$ cat src/rtl/sprite_engine.sv
// Sprite engine: moves a WIDTH x HEIGHT sprite, then draws or erases it one pixel per clock.
// Optional macro SPRITE_BITMAP_EN adds a BITMAP parameter that makes selected pixels transparent.
module sprite_engine #(
  parameter int         WIDTH  = 16,
  parameter int         HEIGHT = 16,
  parameter logic [2:0] COLOUR = 3'b111
`ifdef SPRITE_BITMAP_EN
  , parameter logic [WIDTH*HEIGHT-1:0] BITMAP = '1
`endif
) (
  input  logic       clock,
  input  logic       reset,
  input  logic       select,
  input  logic       load,
  input  logic [7:0] load_x,
  input  logic [6:0] load_y,
  input  logic       writeEn,
  input  logic       clear,
  input  logic       shift_h,
  input  logic       shift_v,
  input  logic [6:0] shift_amount,
  output logic [7:0] x,
  output logic [6:0] y,
  output logic [2:0] colour,
  output logic       plot,
  output logic       complete,
  output logic [7:0] pos_x,
  output logic [6:0] pos_y
);

  typedef enum logic [1:0] {IDLE, MOVE, DRAW, DONE} state_t;

  localparam logic [6:0] Y_MAX = 7'(120 - HEIGHT);

  state_t     state, state_next;
  logic [7:0] pos_x_next;
  logic [6:0] pos_y_next;
  logic [3:0] cx, cx_next, cy, cy_next;
  logic       clear_reg, clear_next;
  logic       shift_h_reg, shift_h_next;
  logic       shift_v_reg, shift_v_next;
  logic [6:0] amount_reg, amount_next;
  logic [8:0] y_sum;
  logic [7:0] x_pix;
  logic [6:0] y_pix;
  logic       pixel_on;
  logic       load_cmd;

  assign load_cmd = select && load;
  // 9-bit two's-complement sum so both underflow and overflow are visible for saturation
  assign y_sum    = {2'b00, pos_y} + {{2{amount_reg[6]}}, amount_reg};
  assign x_pix    = pos_x + {4'b0000, cx};
  assign y_pix    = pos_y + {3'b000, cy};

`ifdef SPRITE_BITMAP_EN
  logic [7:0] pix_idx;
  assign pix_idx  = 8'(cy * WIDTH) + {4'b0000, cx};
  assign pixel_on = BITMAP[pix_idx];
`else
  assign pixel_on = 1'b1;
`endif

  always_ff @(posedge clock or negedge reset) begin
    if (!reset) begin
      state       <= IDLE;
      pos_x       <= '0;
      pos_y       <= '0;
      cx          <= '0;
      cy          <= '0;
      clear_reg   <= 1'b0;
      shift_h_reg <= 1'b0;
      shift_v_reg <= 1'b0;
      amount_reg  <= '0;
    end else begin
      state       <= state_next;
      pos_x       <= pos_x_next;
      pos_y       <= pos_y_next;
      cx          <= cx_next;
      cy          <= cy_next;
      clear_reg   <= clear_next;
      shift_h_reg <= shift_h_next;
      shift_v_reg <= shift_v_next;
      amount_reg  <= amount_next;
    end
  end

  always_comb begin
    state_next   = state;
    pos_x_next   = pos_x;
    pos_y_next   = pos_y;
    cx_next      = cx;
    cy_next      = cy;
    clear_next   = clear_reg;
    shift_h_next = shift_h_reg;
    shift_v_next = shift_v_reg;
    amount_next  = amount_reg;
    // A load from the controller wins in every state and abandons any operation in flight
    if (load_cmd) begin
      pos_x_next = load_x;
      pos_y_next = load_y;
      state_next = IDLE;
    end else begin
      case (state)
        IDLE: begin
          if (select && writeEn) begin
            clear_next   = clear;
            shift_h_next = shift_h;
            shift_v_next = shift_v;
            amount_next  = shift_amount;
            state_next   = MOVE;
          end
        end
        MOVE: begin
          if (!clear_reg) begin
            if (shift_h_reg) pos_x_next = pos_x + {amount_reg[6], amount_reg};
            if (shift_v_reg) begin
              if (y_sum[8])                   pos_y_next = '0;
              else if (y_sum > {2'b00, Y_MAX}) pos_y_next = Y_MAX;
              else                            pos_y_next = y_sum[6:0];
            end
          end
          cx_next    = '0;
          cy_next    = '0;
          state_next = DRAW;
        end
        DRAW: begin
          if (cx == 4'(WIDTH - 1)) begin
            cx_next = '0;
            if (cy == 4'(HEIGHT - 1)) state_next = DONE;
            else                      cy_next    = cy + 4'd1;
          end else begin
            cx_next = cx + 4'd1;
          end
        end
        DONE:    state_next = IDLE;
        default: state_next = IDLE;
      endcase
    end
  end

  always_comb begin
    x        = '0;
    y        = '0;
    colour   = '0;
    plot     = 1'b0;
    complete = (state == DONE) && !load_cmd;
    if (state == DRAW) begin
      x      = x_pix;
      y      = y_pix;
      colour = clear_reg ? 3'b000 : COLOUR;
      plot   = (x_pix < 8'd160) && (y_pix < 7'd120) && pixel_on;
    end
  end

endmodule

$ cat config.mk
export PLATFORM = sky130hd
export DESIGN_NAME = sprite_engine
export DESIGN_NICKNAME = d
export VERILOG_FILES = /design/src/rtl/sprite_engine.sv
export SDC_FILE = /design/constraint.sdc
export NUM_CORES = 1
export LEC_CHECK = 0
export BUFFER_PORTS_ARGS = -buffer_cell sky130_fd_sc_hd__buf_4
export CORE_AREA = 4 4 82 84
export CTS_CLUSTER_SIZE = 14
export DETAILED_ROUTE_END_ITERATION = 8
export DIE_AREA = 0 0 86 88
export PLACE_DENSITY = 0.75
export REMOVE_ABC_BUFFERS = 1
export SYNTH_ARGS = -nofsm -noshare
export SYNTH_HDL_FRONTEND = slang
export SYNTH_SLANG_ARGS = --single-unit
$ cat constraint.sdc
create_clock -name clock -period 3.2 [get_ports clock]
set_input_delay 0.32 -clock clock [delete_from_list [all_inputs] [get_ports clock]]
set_output_delay 0.32 -clock clock [all_outputs]
set_load 0.01 [all_outputs]
Yosys cells after proc, flatten, opt, wreduce, memory -nomap -nowiden
Index checks and enable logic that the tools add are counted.

word-level totals
  flip-flop bits (word level) = 35

operators by class
  add/subtract/negate cells = 6
  $lt $le $gt $ge = 3
  equal/unequal tests = 11
  multiplexer cells = 25
  bitwise logic cells = 1
  reduce and logical (&&, ||, !) cells = 16

operators with widths
  cell                   number
  $mux W7                7
  $mux W8                5
  $pmux W4 S2            2
  $mux W4                3
  $reduce_and A3 Y1      4
  $add A8 B7 Y9          1
  $gt A9 B7 Y1 const B   1
  $ne A3 B3 Y1 const B   3
  $add A4 B1 Y4 const B  2
  $add A8 B4 Y8          1
  $add A8 B8 Y8          1
  $eq A4 B4 Y1 const B   2
  $lt A8 B8 Y1 const B   1
  $mux W2                4
  $pmux W2 S4            1
  $reduce_bool A2 Y1     4
  $add A7 B4 Y7          1
  $lt A7 B7 Y1 const B   1
  $mux W3                2
  $eq A2 B2 Y1 const B   2
  $logic_and A1 B1 Y1    4
  $ne A2 B2 Y1 const B   2
  $reduce_and A4 Y1      1
  $eq A2 B1 Y1 const B   1
  other kinds (6)        6

Longest topological paths before layout
Gate-level depths: netlist of run 1.

  word-level depth = 8
  depth in mapped cells = 9
  depth with buffers taken out = 9

Least setup slack after synthesis of run 1
Ideal clock, no wire load.

  path kind = reg2out
  from = register pos_x[0]
  to = output port plot
  data arrival time = 2.075 ns
  required time = 2.880 ns
  slack = 0.805 ns
  cell stages (with the launch flop) = 8
  cells stage by stage = dfrtp_1 > ha_1 > fa_1 > a21o_1 > a21oi_1 > nor2_1 > a32o_1 > a211oi_1

between the ends
  longest elaborated chain between the ends = 4

RTL lines
  element                 line  text
  from (decl)             27    output logic [7:0] pos_x,
  from (signal assigned)  76    pos_x <= pos_x_next;
  $add A8 B4 Y8           52    assign x_pix = pos_x + {4'b0000, cx};
  $lt A8 B8 Y1            151   plot = (x_pix < 8'd160) && (y_pix < 7'd120) && pixel_on;
  $logic_and A1 B1 Y1     151
  $mux W1                 147   if (state == DRAW) begin
  to (decl)               25    output logic plot,

No other way between the ends.

Final worst setup path of run 1
Ends and elaborated chain as after synthesis.

==> results of run 1 <==
[cell type report]
| class | count | area, um2 | share of cell area |
|---|---|---|---|
| clock buffers | 7 | 76.3 | 0.0216 |
| well taps | 75 | 93.8 | 0.0265 |
| repair buffers | 68 | 513 | 0.145 |
| inverters | 13 | 48.8 | 0.0138 |
| multi-input cells | 258 | 1930 | 0.545 |
| flip-flops and latches | 35 | 876 | 0.247 |
| clock inverters | 1 | 5.00 | 0.00141 |
[metal layers]
metal,vias to the layer above,track usage
met5,-,0
met4,0,0.0504
met3,8,0.0433
met2,76,0.357
met1,1247,0.233
li1,1288,-
[layout by cell type, fill, tap and decap left out, drive strengths merged, types with 8 or more instances in the layout]
cell,instances
a21oi,19
a22oi,8
and2,18
buf,67
dfrtp,35
ha,29
inv,13
mux2,12
nand2,23
nor2,23
o21ai,24
xnor2,10
[through the flow]
step | setup slack (ns) | std cells | area (um2) | hold WS [ns] | total power, uW
finish | 0.337 | 457 | 3540 | 0.258 | 3670
global route | 0.205 | 457 | 3540 | 0.265 | 4030
CTS | 0.298 | 457 | 3540 | 0.255 | 3680
detailed placement | 0.623 | 448 | 3450 | 0.304 | 3360
global placement | 0.687 | 448 | 3450 | 0.302 | 3280
floorplan | 0.805 | 306 | 2850 | 0.0244 | 2640
[worst max-delay path, cell delays in order (launching register included)]
cell and delay, ns:
dfrtp_1 0.43, ha_1 0.25, fa_1 0.40, a21o_1 0.17, a21oi_1 0.21, nor2_1 0.12, o31a_1 0.28, o21ai_0 0.15
a211oi_1 0.08, buf_4 0.16
[how the worst max path moves through the flow]
stage,endpoint,depth (start not counted)
6_report,plot,9
5_1_grt,plot,8
4_1_cts,plot,8
3_5_place_dp,plot,8
3_3_place_gp,plot,8
2_1_floorplan,plot,7
[repair_timing]
action,4_1_cts,5_1_grt
hold buffers,1,0
setup endpoints to repair,0,0
hold endpoints to repair,34,0
[where the power goes]
group	internal, uW	switching [uW]	leakage (uW)
Sequential	623	286	0.000431
Clock	153	162	0.0000422
Combinational	1170	1270	0.00121
[logic make-up after synthesis]
kind of cell	count (synthesis)
AO/OA/AOI/OAI	99
AND/OR/NAND/NOR	99
flip-flops	35
adder cells (fa/ha/maj)	33
buffers and inverters	26
XOR/XNOR	15
multiplexers	12
==> impl_metrics.ini, run 1 <==
[setup_path]
rr_worst_depth = 8
r2r-end = pos_y[4]
worst-endpoint-required_ns = 2.88
setup.worst_path.start_class = flop
reg2reg_from = pos_y[0]
timing.critical_path.to_type = primary output
cp.arrival_ns = 2.54
setup.reg_to_reg.worst_slack_ns = 0.65
critPathKind = reg2out
path_max_fanout = 4
timing.critical_path.from = pos_x[0]

[synthesis]
post_synth.cell_area_avg_um2 = 9.12
synthFlopType = dfrtp_1
yosys_warnings = 0
most_frequent_cell_after_synthesis = dfrtp_1
synth_async_sr_flop_share = 1.00
post_synth_xor_area_fraction = 0.0452
synth_commonest_cells = dfrtp_1 (35), ha_1 (29), nand2_1 (23), nor2_1 (23), a21oi_1 (19)
post_synth_mux_area_share = 0.0465
syn_inst = 319
post_synth_num_cell_types = 57
synth_compound_gate_area_share = 0.243
synth.top_cell.area_share = 0.301
synth_area_leaders = dfrtp_1 (30%), ha_1 (12%), mux2_2 (4.6%)
yosysTopAreaCell = dfrtp_1
ys_ff_latch = 35
synth_top_family_by_area = compound AO/OA/AOI/OAI gates
synth_seq_area_share = 0.301
synth-adder-area-share = 0.152
synthSimpleGateAreaFrac = 0.176
netlist_area_mm2 = 0.00291
synth-edff-count = 0

[route]
drtPass1Iterations = 4
vias_per_cell = 5.73
wire_length_on_met3_um = 480
drt-wirelength-per-cell_um = 15.7
top_layer = met4
drt-initial-drc-count = 106
detail_route.wirelength.met1_um = 3060
route.detailed.drc = 0
num_vias = 2619
routed_wl_um = 7190
met2RoutedLength_um = 3570
post_route_ant_nets = 0

[die]
io-pin-count = 65
core_area_mm2 = 0.00592
fp.dieArea_mm2 = 0.00757
num_rows = 28
die_x_um = 86
dieHeight_um = 88
initial_util = 0.491

[global_routing]
grt-ovfl-total = 0
wire_length_of_the_first_global_routing_pass_um = 11900
grt_max_degree = 36
number_of_antenna_violations_at_the_first_check_in_global_routing = 0
grtUsageTotal = 0.196
via_count_of_the_first_global_routing_pass = 2661

[timing]
timing.final.max_slew_violations = 0
clock_skews_ns = 0.00764
worst_slew_pin_slew_ns = 0.601
timing_hold_violations_final = 0
fmax_mhz = 349
timing.slew.headroom = 0.597
timing.final.setup_violations = 0
timing.final.crit_period_ns = 2.86
unrepaired_setup_endpoints_after_global_routing = no
totalNegativeSetupSlack_ns = 0
fin_crit_sh = 0.895

[cts]
cts_resized = 0
cts-root-buf = clkbuf_8
clock_insertion_delay_worst_skew_ns = 0.29
cts_tree = yes
clkSinkCount = 35
numCtsBuffers = 5
htree_num_levels = 2
cts-root-to-sink-buffers = 2
cts_post_setup_buffers_inserted = 0
clk_pin_slew_ns = 0.07

[finish]
area_growth_syn_to_layout_pct = 21.7
layout.core_utilization = 0.598
fillers = 535
antenna-diode-count = 0
nNetsFinal = 444
largest_register_ffs = 8
final_layout_size_suffix_gt1_frac = 0.251

[placed_design]
place.gp.congestion = 0.899
buffer_ports.inserted = 64
dp_hpwl_um = 5640

[min_path]
hold_path_end = pos_x[7]
timing.hold.worst.class = in2reg
min-delay-start = load_x[7]
depth_of_the_worst_hold_timing_path = 3

[pwr]
vdd_ir_drop_max_mv = 0.541
power.static_leakage_uw = 0.00169
power_density_mw_per_mm2 = 1040

[flow_run]
count_of_max_cap_constraint_violations = 0

[outcome]
run_status = completed
Note: power is estimated with default switching activity, not from simulation.
==> run 2, diff against run 1 <==
- RECOVER_POWER: unset -> 50
==> impl_metrics.ini, run 2 (synthesis results as in run 1) <==
[die]
die_x_um = 86
fp.dieArea_mm2 = 0.00757
initial_util = 0.491
num_rows = 28
io-pin-count = 65
dieHeight_um = 88
core_area_mm2 = 0.00592

[setup_path]
path_max_fanout = 4
crit_chain = ha_1, fa_1, a21o_1, a21oi_1, nor2_1, o31a_1, o21ai_0, a211oi_1, buf_4
worst-endpoint-required_ns = 2.88
critical-path-max-stage-delay_ns = 0.43
setup.reg_to_reg.worst_slack_ns = 0.66
timing.critical_path.max_delay_family = compound AO/OA/AOI/OAI gates
critPathBufInv = 1
cp.arrival_ns = 2.54
worst_setup_path_endpoint = plot
rr_worst_depth = 8
timing.critical_path.to_type = primary output
r2r-end = pos_y[4]
setup.worst_path.start_class = flop
timing.critical_path.from = pos_x[0]
critical_path_cell_count = 9
critPathKind = reg2out
critical_path.slowest_cell = dfrtp_1
reg2reg_from = pos_y[0]

[finish]
nNetsFinal = 444
layout.cells.most_common_list = buf_4 (50), dfrtp_1 (35), ha_1 (29)
fillers = 554
final_common_cell = buf_4
antenna-diode-count = 0
final-seq-area_um2 = 876
largest_register_ffs = 8
area_of_combinational_cells_with_multiple_inputs_mm2 = 0.00193
area_growth_syn_to_layout_pct = 19.5
final_layout_size_suffix_gt1_frac = 0.207

[timing]
clock_skews_ns = 0.00864
fmax_mhz = 349
fin_crit_sh = 0.894
fin_worst_hold_slack_ns = 0.261
timing.final.crit_period_ns = 2.86
totalNegativeSetupSlack_ns = 0
timing.final.setup_violations = 0
worst_slew_pin_slew_ns = 1.88
timing_hold_violations_final = 0
timing.final.max_slew_violations = 36
unrepaired_setup_endpoints_after_global_routing = no
timing.slew.headroom = -0.256

[outcome]
run_status = complete, but fails checks
violations_in_the_final_reports = capacitance limit, slew limit

[global_routing]
grtUsageTotal = 0.196
via_count_of_the_first_global_routing_pass = 2661
wire_length_of_the_first_global_routing_pass_um = 11900
number_of_antenna_violations_at_the_first_check_in_global_routing = 0
grt-ovfl-total = 0
grt_max_degree = 36

[pwr]
vdd_ir_drop_max_mv = 0.538
power_density_mw_per_mm2 = 1030
power.share.switching = 0.478
seq_power_share = 0.252
power.share.combinational = 0.660
power.static_leakage_uw = 0.00162
p_switching_uw = 1720
internal_cell_power_uw = 1880
share_of_power_burned_in_the_clock_network = 0.087

[route]
num_vias = 2624
drt-initial-drc-count = 81
routed_wl_um = 7130
met2RoutedLength_um = 3560
drt-wirelength-per-cell_um = 15.6
top_layer = met4
vias_per_cell = 5.74
wire_length_on_met3_um = 480
post_route_ant_nets = 0
detail_route.wirelength.met1_um = 3020
drtPass1Iterations = 5
route.detailed.drc = 0

[placed_design]
dp_hpwl_um = 5640
buffer_ports.inserted = 64
place.gp.congestion = 0.899

[cts]
cts-root-to-sink-buffers = 2
clkSinkCount = 35
cts-root-buf = clkbuf_8
cts_tree = yes
clock_insertion_delay_worst_skew_ns = 0.29
numCtsBuffers = 5
htree_num_levels = 2
clk_pin_slew_ns = 0.07

[min_path]
timing.hold.worst.class = in2reg

[flow_run]
count_of_max_cap_constraint_violations = 1
## run 2: final cells by class
class,instances,area share
sequential,35,0.252
timing repair buffer,68,0.129
tap,75,0.0270
inverter,13,0.0140
multi-input combinational,258,0.555
clock buffer,7,0.0220
clock inverter,1,0.00144
## run 2: per-stage QoR
step,instances,setup WS [ns],util,area [um2],power (uW)
final,457,0.338,0.587,3480,3590
after global routing,457,0.205,0.587,3480,3960
after CTS,457,0.298,0.598,3540,3680
after detailed placement,448,0.623,0.583,3450,3360
after global placement,448,0.687,0.583,3450,3280
after floorplan,306,0.805,-,2850,2640
## run 2: worst min-delay path by stage
stage                         start            end  cells after the start
after floorplan               reset  amount_reg[0]                      0
after global placement        reset       pos_x[6]                      1
after detailed placement      reset       pos_x[5]                      1
after CTS                 load_x[7]       pos_x[7]                      3
after global routing          clear      clear_reg                      2
final                     load_x[7]       pos_x[7]                      3
## run 2: per-layer routing
metal  up-vias  GRT usage
li1       1288          -
met1      1257      0.233
met2        73      0.357
met3         6     0.0433
met4         0     0.0504
met5         -          0
## run 2: power groups by stage
| stage | Clock [uW] | Combinational, uW | Sequential (uW) |
|---|---|---|---|
| 2_1_floorplan | 0 | 1770 | 866 |
| 3_3_place_gp | 0 | 2380 | 900 |
| 3_5_place_dp | 0 | 2440 | 916 |
| 4_1_cts | 322 | 2450 | 907 |
| 5_1_grt | 343 | 2670 | 942 |
| 6_report | 313 | 2370 | 906 |
## run 2: worst min-delay path, stage by stage
cell	delay, ns
buf_4	0.08
nand2_1	0.04
o311ai_1	0.07
## run 2: what timing repair did
item	in CTS	in global routing
gates resized for setup	0	0
endpoints found under the hold margin	34	0
setup buffers	0	0
hold buffers	1	0
